File: src/rtl/shift_arbiter.sv
// Two-port arbiter sharing one 32-bit barrel shifter between the ALU (port 0)
// and load/store alignment (port 1), with a single owner-tagged result stage.
module shift_arbiter #(
    parameter bit PRIO_MODE = 1'b0
) (
    input  logic        clk,
    input  logic        rst_n,
    input  logic        req_valid_0,
    output logic        req_ready_0,
    input  logic [31:0] req_data_0,
    input  logic [4:0]  req_shamt_0,
    input  logic        req_lr_0,
    input  logic        req_al_0,
    output logic        rsp_valid_0,
    input  logic        rsp_ready_0,
    output logic [31:0] rsp_data_0,
    input  logic        req_valid_1,
    output logic        req_ready_1,
    input  logic [31:0] req_data_1,
    input  logic [4:0]  req_shamt_1,
    input  logic        req_lr_1,
    input  logic        req_al_1,
    output logic        rsp_valid_1,
    input  logic        rsp_ready_1,
    output logic [31:0] rsp_data_1
);

    typedef struct packed {
        logic [31:0] data;
        logic [4:0]  shamt;
        logic        lr;
        logic        al;
    } shreq_t;

    typedef enum logic {EMPTY = 1'b0, FULL = 1'b1} state_t;

    state_t      state_q, state_d;
    logic        owner_q, owner_d;
    logic [31:0] result_q, result_d;
    logic        rr_q, rr_d;

    shreq_t      req0, req1, sel;
    logic        drain, can_accept, gnt_port, gnt0, gnt1;
    logic [31:0] shifted;

    function automatic logic [31:0] barrel(input shreq_t r);
        logic signed [31:0] sd;
        sd = r.data;
        if (r.lr)
            return r.data << r.shamt;
        else if (r.al)
            return sd >>> r.shamt;
        else
            return r.data >> r.shamt;
    endfunction

    assign req0 = '{data: req_data_0, shamt: req_shamt_0, lr: req_lr_0, al: req_al_0};
    assign req1 = '{data: req_data_1, shamt: req_shamt_1, lr: req_lr_1, al: req_al_1};

    // Grant depends only on req_valid, rsp_ready and local state, never on rsp_valid.
    always_comb begin
        drain      = (state_q == FULL) && (owner_q ? rsp_ready_1 : rsp_ready_0);
        can_accept = (state_q == EMPTY) || drain;
        gnt_port   = 1'b0;
        if (req_valid_0 && req_valid_1)
            gnt_port = PRIO_MODE ? 1'b0 : rr_q;
        else
            gnt_port = req_valid_1;
        gnt0 = can_accept && req_valid_0 && !gnt_port;
        gnt1 = can_accept && req_valid_1 && gnt_port;
    end

    assign sel     = gnt_port ? req1 : req0;
    assign shifted = barrel(sel);

    always_comb begin
        state_d  = state_q;
        owner_d  = owner_q;
        result_d = result_q;
        rr_d     = rr_q;
        if (gnt0 || gnt1) begin
            state_d  = FULL;
            owner_d  = gnt_port;
            result_d = shifted;
            rr_d     = ~gnt_port;
        end else if (drain) begin
            state_d = EMPTY;
        end
    end

    always_ff @(posedge clk or negedge rst_n) begin
        if (!rst_n) begin
            state_q  <= EMPTY;
            owner_q  <= 1'b0;
            result_q <= '0;
            rr_q     <= 1'b0;
        end else begin
            state_q  <= state_d;
            owner_q  <= owner_d;
            result_q <= result_d;
            rr_q     <= rr_d;
        end
    end

    assign req_ready_0 = gnt0;
    assign req_ready_1 = gnt1;
    assign rsp_valid_0 = (state_q == FULL) && !owner_q;
    assign rsp_valid_1 = (state_q == FULL) && owner_q;
    assign rsp_data_0  = rsp_valid_0 ? result_q : '0;
    assign rsp_data_1  = rsp_valid_1 ? result_q : '0;

endmodule

File: config.mk
export PLATFORM = sky130hd
export DESIGN_NAME = shift_arbiter
export DESIGN_NICKNAME = d
export VERILOG_FILES = /design/src/rtl/shift_arbiter.sv
export SDC_FILE = /design/constraint.sdc
export NUM_CORES = 1
export LEC_CHECK = 0
export CELL_PAD_IN_SITES_DETAIL_PLACEMENT = 0
export CELL_PAD_IN_SITES_GLOBAL_PLACEMENT = 1
export CORE_MARGIN = 5
export CORE_UTILIZATION = 39
export DETAILED_ROUTE_END_ITERATION = 8
export GPL_TIMING_DRIVEN = 1
export PLACE_DENSITY_LB_ADDON = 0.1
export SKIP_LAST_GASP = 1
export SLEW_MARGIN = 20
export SYNTH_ARGS = -nofsm -noshare
export SYNTH_HDL_FRONTEND = slang
export SYNTH_SLANG_ARGS = --single-unit
File: constraint.sdc
create_clock -name clk -period 2.8 [get_ports clk]
set_input_delay 0.56 -clock clk [delete_from_list [all_inputs] [get_ports clk]]
set_output_delay 0.56 -clock clk [all_outputs]
set_load 0.005 [all_outputs]
==> impl_metrics.toml, run 1 <==
[run_status]
outcome = "finished, final reports clean"

[synthesis]
synth_nets = 1152
synthArstFlopShare = 1.00
syn_area_sq_um = 7930
synth_top_area_share = 0.143
yosys-top-cells-area = "mux2i_1, dfrtp_1, mux2_2, o211ai_1, o21ai_0"
synth_top_area_cell = "mux2i_1"
synth_area_per_cell_sq_um = 7.42
synth.distinct_cells = 82
ys_seq_area_frac = 0.110
synth_edf_count = 0
yosysWarnings = 0
ys_seq_elements = 35
synthCells = 1068
synthFlopType = "dfrtp_1"

[critical_path]
cp-endpoint = "result_q[28]$_DFFE_PN0P_"
start_kind = "primary input"
crit_chain = "clkdlybuf4s50_1, mux2_2, o21ai_0, buf_4, o211ai_1, o211ai_1, o211ai_1, a32o_1"
cp_slowest_cell = "clkdlybuf4s50_1"
crit_arrival_ps = 2960
cp.depth = 8
cp-end-kind = "flip-flop"
rr_endpoint = "result_q[28]$_DFFE_PN0P_"
crit_family = "compound AO/OA/AOI/OAI gates"
reg2reg_depth = 10
critPathMaxStageDelay_ps = 500
worst-path-buf-inv = 2
rrSetupSlack_ps = 40
critPathLaunch = "req_data_0[5]"
criticalPathCategory = "primary input to flip-flop"
worstPathMaxFanout = 4
crit_top_cell = "o211ai_1"
required_ps = 2980
r2r-start = "rr_q$_DFFE_PN0P_"

[power]
clkPwrFrac = 0.075
p_leak_nw = 5.73
p_sw_mw = 3.67
p_seq_frac = 0.126
p_per_area_nw_per_um2 = 612
p_int_mw = 4.22
swShare = 0.465
vdd_drop_max_v = 0.000342
pwr-share-comb = 0.799

[sta]
fin_crit_ps = 2790
hold_ws_ps = 515
finalHoldViolCount = 0
rsz0062_at_grt = "yes"
setup_viol_count_final = 0
worstMarginPinSlew_ps = 599
fmax_ghz = 0.359
finalCritPeriodShare = 0.996
maxSlewViolCount = 0
finClkSkew_ps = 5.94
maxSlewHeadroom = 0.596

[clock_tree]
cts_hold_buf = 0
clk_pin_slew_worst_paths_ps = 60
cts_made_buffers = 5
clock-root-buffer = "clkbuf_16"
cts.sinks = 35
tritoncts = "built"
htree_levels = 2
clock_latency_ps = 290
cts_buffer_depth = 2

[floorplanning]
std_cell_rows = 52
io_pins = 152
die_area_sq_um = 23300
core_area_sq_um = 20100
start_util = 0.394
dieHeight_microns = 153
die_w_microns = 153

[layout]
layout_common_cells = "buf_4, clkdlybuf4s50_1, mux2i_1"
layout.cells.most_common = "buf_4"
fin_nets = 1600
instances_no_fill = 1787
drive_gt1_frac = 0.355
area_delta_synth_final_pct = 62.5
final_core_util = 0.641

[global_route]
grt_max_degree = 36
grt_pass1_wl_mm = 67.5
grt_usage = 0.365
grt_pass1_vias = 11016
antenna_found_initial = 0
grt-ovfl-total = 0

[job]
drv_cap = 0

[place]
dp_hpwl_mm = 36.8
dp.cells = 1768
place.gp.congestion = 1.07
port_buffers = 151

[detailed_routing]
vias_per_cell = 6.41
drt_drc_violations_left = 0
wl_per_cell_microns = 25.2
dr.pass1.iters = 5
vias = 11460
drt-initial-drc-count = 1311
postRouteAntennaNets = 0
wl_mm = 45.0

[hold_path]
hp-class = "flip-flop to flip-flop"
-- cell type report --
cell class              instances  area (sq um)
fillers                      1839          7220
inverters                       6          22.5
well taps                     270           338
clock buffers                   6           139
clock inverters                 1          5.00
multi-input cells             907          6690
flip-flops and latches         35           876
diodes                          1          2.50
repair buffers                561          4810
-- what timing repair did --
action / CTS / global route
setup buffers: 7 / 4
cloned: 1 / 0
endpoints found under the setup margin: 33 / 25
resized for setup: 39 / 28
pin swaps: 10 / 8
-- sequential cells by signal (all words and copies together), names as in the netlist --
signal	count
state_q	1
rr_q	1
result_q	32
owner_q	1
-- synthesized netlist by cell type, types with 5 or more instances --
cell / n
nor3_1: 27
mux2_2: 43
a41oi_1: 5
o2111ai_1: 8
a2111oi_0: 5
o211ai_1: 59
dfrtp_1: 35
a21oi_1: 41
a221oi_1: 17
o221ai_1: 11
o21ai_0: 66
a21o_1: 13
a211o_1: 12
nand4_1: 20
buf_1: 9
buf_6: 7
a31oi_1: 14
o22ai_1: 9
and3_1: 37
nor2b_1: 10
and2_1: 42
clkbuf_1: 44
buf_2: 52
mux2i_1: 113
o21ai_1: 15
o31ai_1: 11
or3_1: 6
a221o_1: 7
nand2_1: 73
mux4_2: 8
o211a_1: 10
buf_4: 9
a22oi_1: 8
nand3_1: 64
nor4_1: 6
nor2_1: 52
inv_1: 5
a211oi_1: 20
-- power groups by stage --
stage / Sequential (mW) / Clock [mW] / Combinational, mW
6_report: 0.993 / 0.594 / 6.30
5_1_grt: 1.02 / 0.607 / 6.60
4_1_cts: 0.988 / 0.587 / 6.08
3_5_place_dp: 0.997 / 0 / 5.92
3_3_place_gp: 0.984 / 0 / 5.90
2_1_floorplan: 0.861 / 0 / 2.74
-- kinds of logic (layout without fill, tap and decap cells) --
group / Yosys count / count (layout) / share of synthesized area
AOI/OAI and AO/OA: 379 / 379 / 0.346
buffers and inverters: 127 / 574 / 0.0792
DFF: 35 / 35 / 0.110
muxes: 164 / 164 / 0.226
other: 0 / 1 / 0
and+or+nand+nor: 363 / 364 / 0.237
-- metrics by stage --
stage	power (mW)	TNS, ps	setup WS [ps]	area (sq um)
after floorplan	3.60	0	284	7930
after global placement	6.89	-13440	-605	12400
after detailed placement	6.92	-13610	-598	12400
after CTS	7.65	-1.41	-1.41	12800
after global routing	8.23	-40.5	-28.9	12900
final	7.89	0	11.2	12900
-- per-layer routing --
| layer | global-route usage | share of wire |
|---|---|---|
| met1 | 0.493 | 0.41 |
| met2 | 0.572 | 0.44 |
| met3 | 0.0917 | 0.12 |
| met4 | 0.116 | 0.036 |
| met5 | 0 | 0 |
-- how the worst min path moves through the flow --
| stage | startpoint | endpoint | slack, ps | cells past startpoint |
|---|---|---|---|---|
| 2_1_floorplan | rst_n | owner_q$_DFFE_PN0P_ | 260 | 0 |
| 3_3_place_gp | result_q[13]$_DFFE_PN0P_ | result_q[13]$_DFFE_PN0P_ | 490 | 1 |
| 3_5_place_dp | result_q[13]$_DFFE_PN0P_ | result_q[13]$_DFFE_PN0P_ | 510 | 1 |
| 4_1_cts | result_q[13]$_DFFE_PN0P_ | result_q[13]$_DFFE_PN0P_ | 520 | 1 |
| 5_1_grt | result_q[20]$_DFFE_PN0P_ | result_q[20]$_DFFE_PN0P_ | 550 | 1 |
| 6_report | result_q[13]$_DFFE_PN0P_ | result_q[13]$_DFFE_PN0P_ | 510 | 1 |
Power figures use the tool's default switching activity.
==> run 2, diff against run 1 <==
- SKIP_CTS_REPAIR_TIMING: unset -> 1
==> run 2 against run 1 <==
The flow now finishes with violations (negative setup slack). Final area is 0.43% lower. Routed wire length is 0.67% lower. Register-to-register slack worse by 20 ps. Setup slack worse by 58 ps. Total power is 0.66% lower. Combinational power is 0.8% lower. Core utilization is 0.27 points lower. Count of clock-buffer cells in the layout stayed put. Sequential power hardly changed. Critical path depth is 1 higher.
==> impl_metrics.toml, run 2 (synthesis gave the netlist of run 1 again) <==
[run_status]
outcome = "finished, violations left"
violations = "negative setup slack"

[critical_path]
reg2reg_depth = 9
cp_slowest_cell = "a221oi_1"
r2r-start = "rr_q$_DFFE_PN0P_"
worstPathMaxFanout = 4
criticalPathCategory = "primary input to flip-flop"
rrSetupSlack_ps = 20
cp-end-kind = "flip-flop"
critPathMaxStageDelay_ps = 540
required_ps = 2970
crit_chain = "clkdlybuf4s50_1, buf_4, a221oi_1, a21o_1, mux2i_1, buf_4, a221o_1, a221oi_1, a31oi_1"
start_kind = "primary input"
rr_endpoint = "result_q[26]$_DFFE_PN0P_"
crit_arrival_ps = 3010

[clock_tree]
htree_levels = 2
clock-root-buffer = "clkbuf_16"
clk_pin_slew_worst_paths_ps = 60
cts.sinks = 35
tritoncts = "built"
cts_buffer_depth = 2
cts_made_buffers = 5
clock_latency_ps = 290

[hold_path]
hold_depth = 1
hp-start = "result_q[13]$_DFFE_PN0P_"
hold_path_end = "result_q[13]$_DFFE_PN0P_"
hp-class = "flip-flop to flip-flop"

[floorplanning]
start_util = 0.394
die_area_sq_um = 23300
dieHeight_microns = 153
core_area_sq_um = 20100
std_cell_rows = 52
io_pins = 152
die_w_microns = 153

[sta]
hold_ws_ps = 516
finClkSkew_ps = 5.64
fin_ws_ps = -46.7
setup_viol_count_final = 2
fmax_ghz = 0.351
finalHoldViolCount = 0
fin_setup_tns_ps = -76.5
maxSlewViolCount = 0
maxSlewHeadroom = 0.582
worstMarginPinSlew_ps = 621
fin_crit_ps = 2850
rsz0062_at_grt = "yes"
finalCritPeriodShare = 1.02

[global_route]
antenna_found_initial = 1
grt_pass1_vias = 10904
grt-ovfl-total = 0
grt_pass1_wl_mm = 66.8
grt_max_degree = 36
grt_usage = 0.362

[layout]
fin_nets = 1599
largest_reg_flops = 32
seqCellArea_sq_um = 876
multi_input_area_sq_um = 6660
diodes = 0
layout.cells.most_common = "buf_4"
top_register = "result_q"
drive_gt1_frac = 0.353
fill_cells = 1830
layout_common_cells = "buf_4, clkdlybuf4s50_1, mux2i_1"
final_core_util = 0.638
area_delta_synth_final_pct = 61.8

[detailed_routing]
wl_per_cell_microns = 25.1
vias = 11472
dr.pass1.iters = 7
wl_mm = 44.7
vias_per_cell = 6.43
postRouteAntennaNets = 0
drt-initial-drc-count = 1268
drt_drc_violations_left = 0

[place]
port_buffers = 151
dp_hpwl_mm = 36.8
place.gp.congestion = 1.07

[job]
drv_cap = 0

[power]
p_leak_nw = 5.73
vdd_drop_max_v = 0.000342
p_per_area_nw_per_um2 = 611
[run 2: changes by cell type in the layout (fill, tap and decap cells not counted), sizes merged]
cell and delta:
dlymetal6s2s +2, clkdlybuf4s15 -1, diode -1, dlygate4sd2 -1, nand2 -1
[run 2: where the power goes]
group | total, mW | switching [mW] | internal (mW)
Combinational | 6.25 | 3.15 | 3.10
Sequential | 0.994 | 0.245 | 0.749
Clock | 0.587 | 0.239 | 0.348
[run 2: worst max path at each step]
stage / start / to / slack, ps / depth (start not counted)
finish: req_data_0[8] / result_q[26]$_DFFE_PN0P_ / -50 / 9
global route: req_data_0[8] / result_q[26]$_DFFE_PN0P_ / -40 / 9
CTS: req_valid_0 / result_q[12]$_DFFE_PN0P_ / -320 / 10
detailed placement: req_valid_0 / result_q[12]$_DFFE_PN0P_ / -600 / 10
global placement: req_shamt_1[2] / result_q[12]$_DFFE_PN0P_ / -600 / 11
floorplan: req_shamt_0[1] / result_q[14]$_DFFE_PN0P_ / 280 / 10
[run 2: final cells by class]
type                       count  area share
multi-input combinational    906       0.519
timing repair buffer         561       0.374
sequential                    35      0.0683
tap                          270      0.0263
clock buffer                   6      0.0108
inverter                       6     0.00176
clock inverter                 1    0.000390
[run 2: critical path, delay by kind of cell]
kind / cells / cell delay, ps
mux: 1 / 80
buf+inv: 3 / 810
compound gates: 5 / 1570
[run 2: per-layer routing]
layer | share of wire | GRT usage | wire (microns)
met3 | 0.11 | 0.0900 | 4730
met4 | 0.041 | 0.107 | 1820
met5 | 0.00083 | 0 | 37
met2 | 0.44 | 0.570 | 19700
met1 | 0.41 | 0.490 | 18400
[run 2: metrics by stage]
stage	total power, mW	cell area (sq um)	setup WS (ps)	cells
global route	8.19	12800	-43.0	1785
CTS	7.52	12500	-316	1775
finish	7.84	12800	-46.7	1785
global placement	6.89	12400	-605	1768
floorplan	3.60	7930	284	1068
detailed placement	6.92	12400	-598	1768
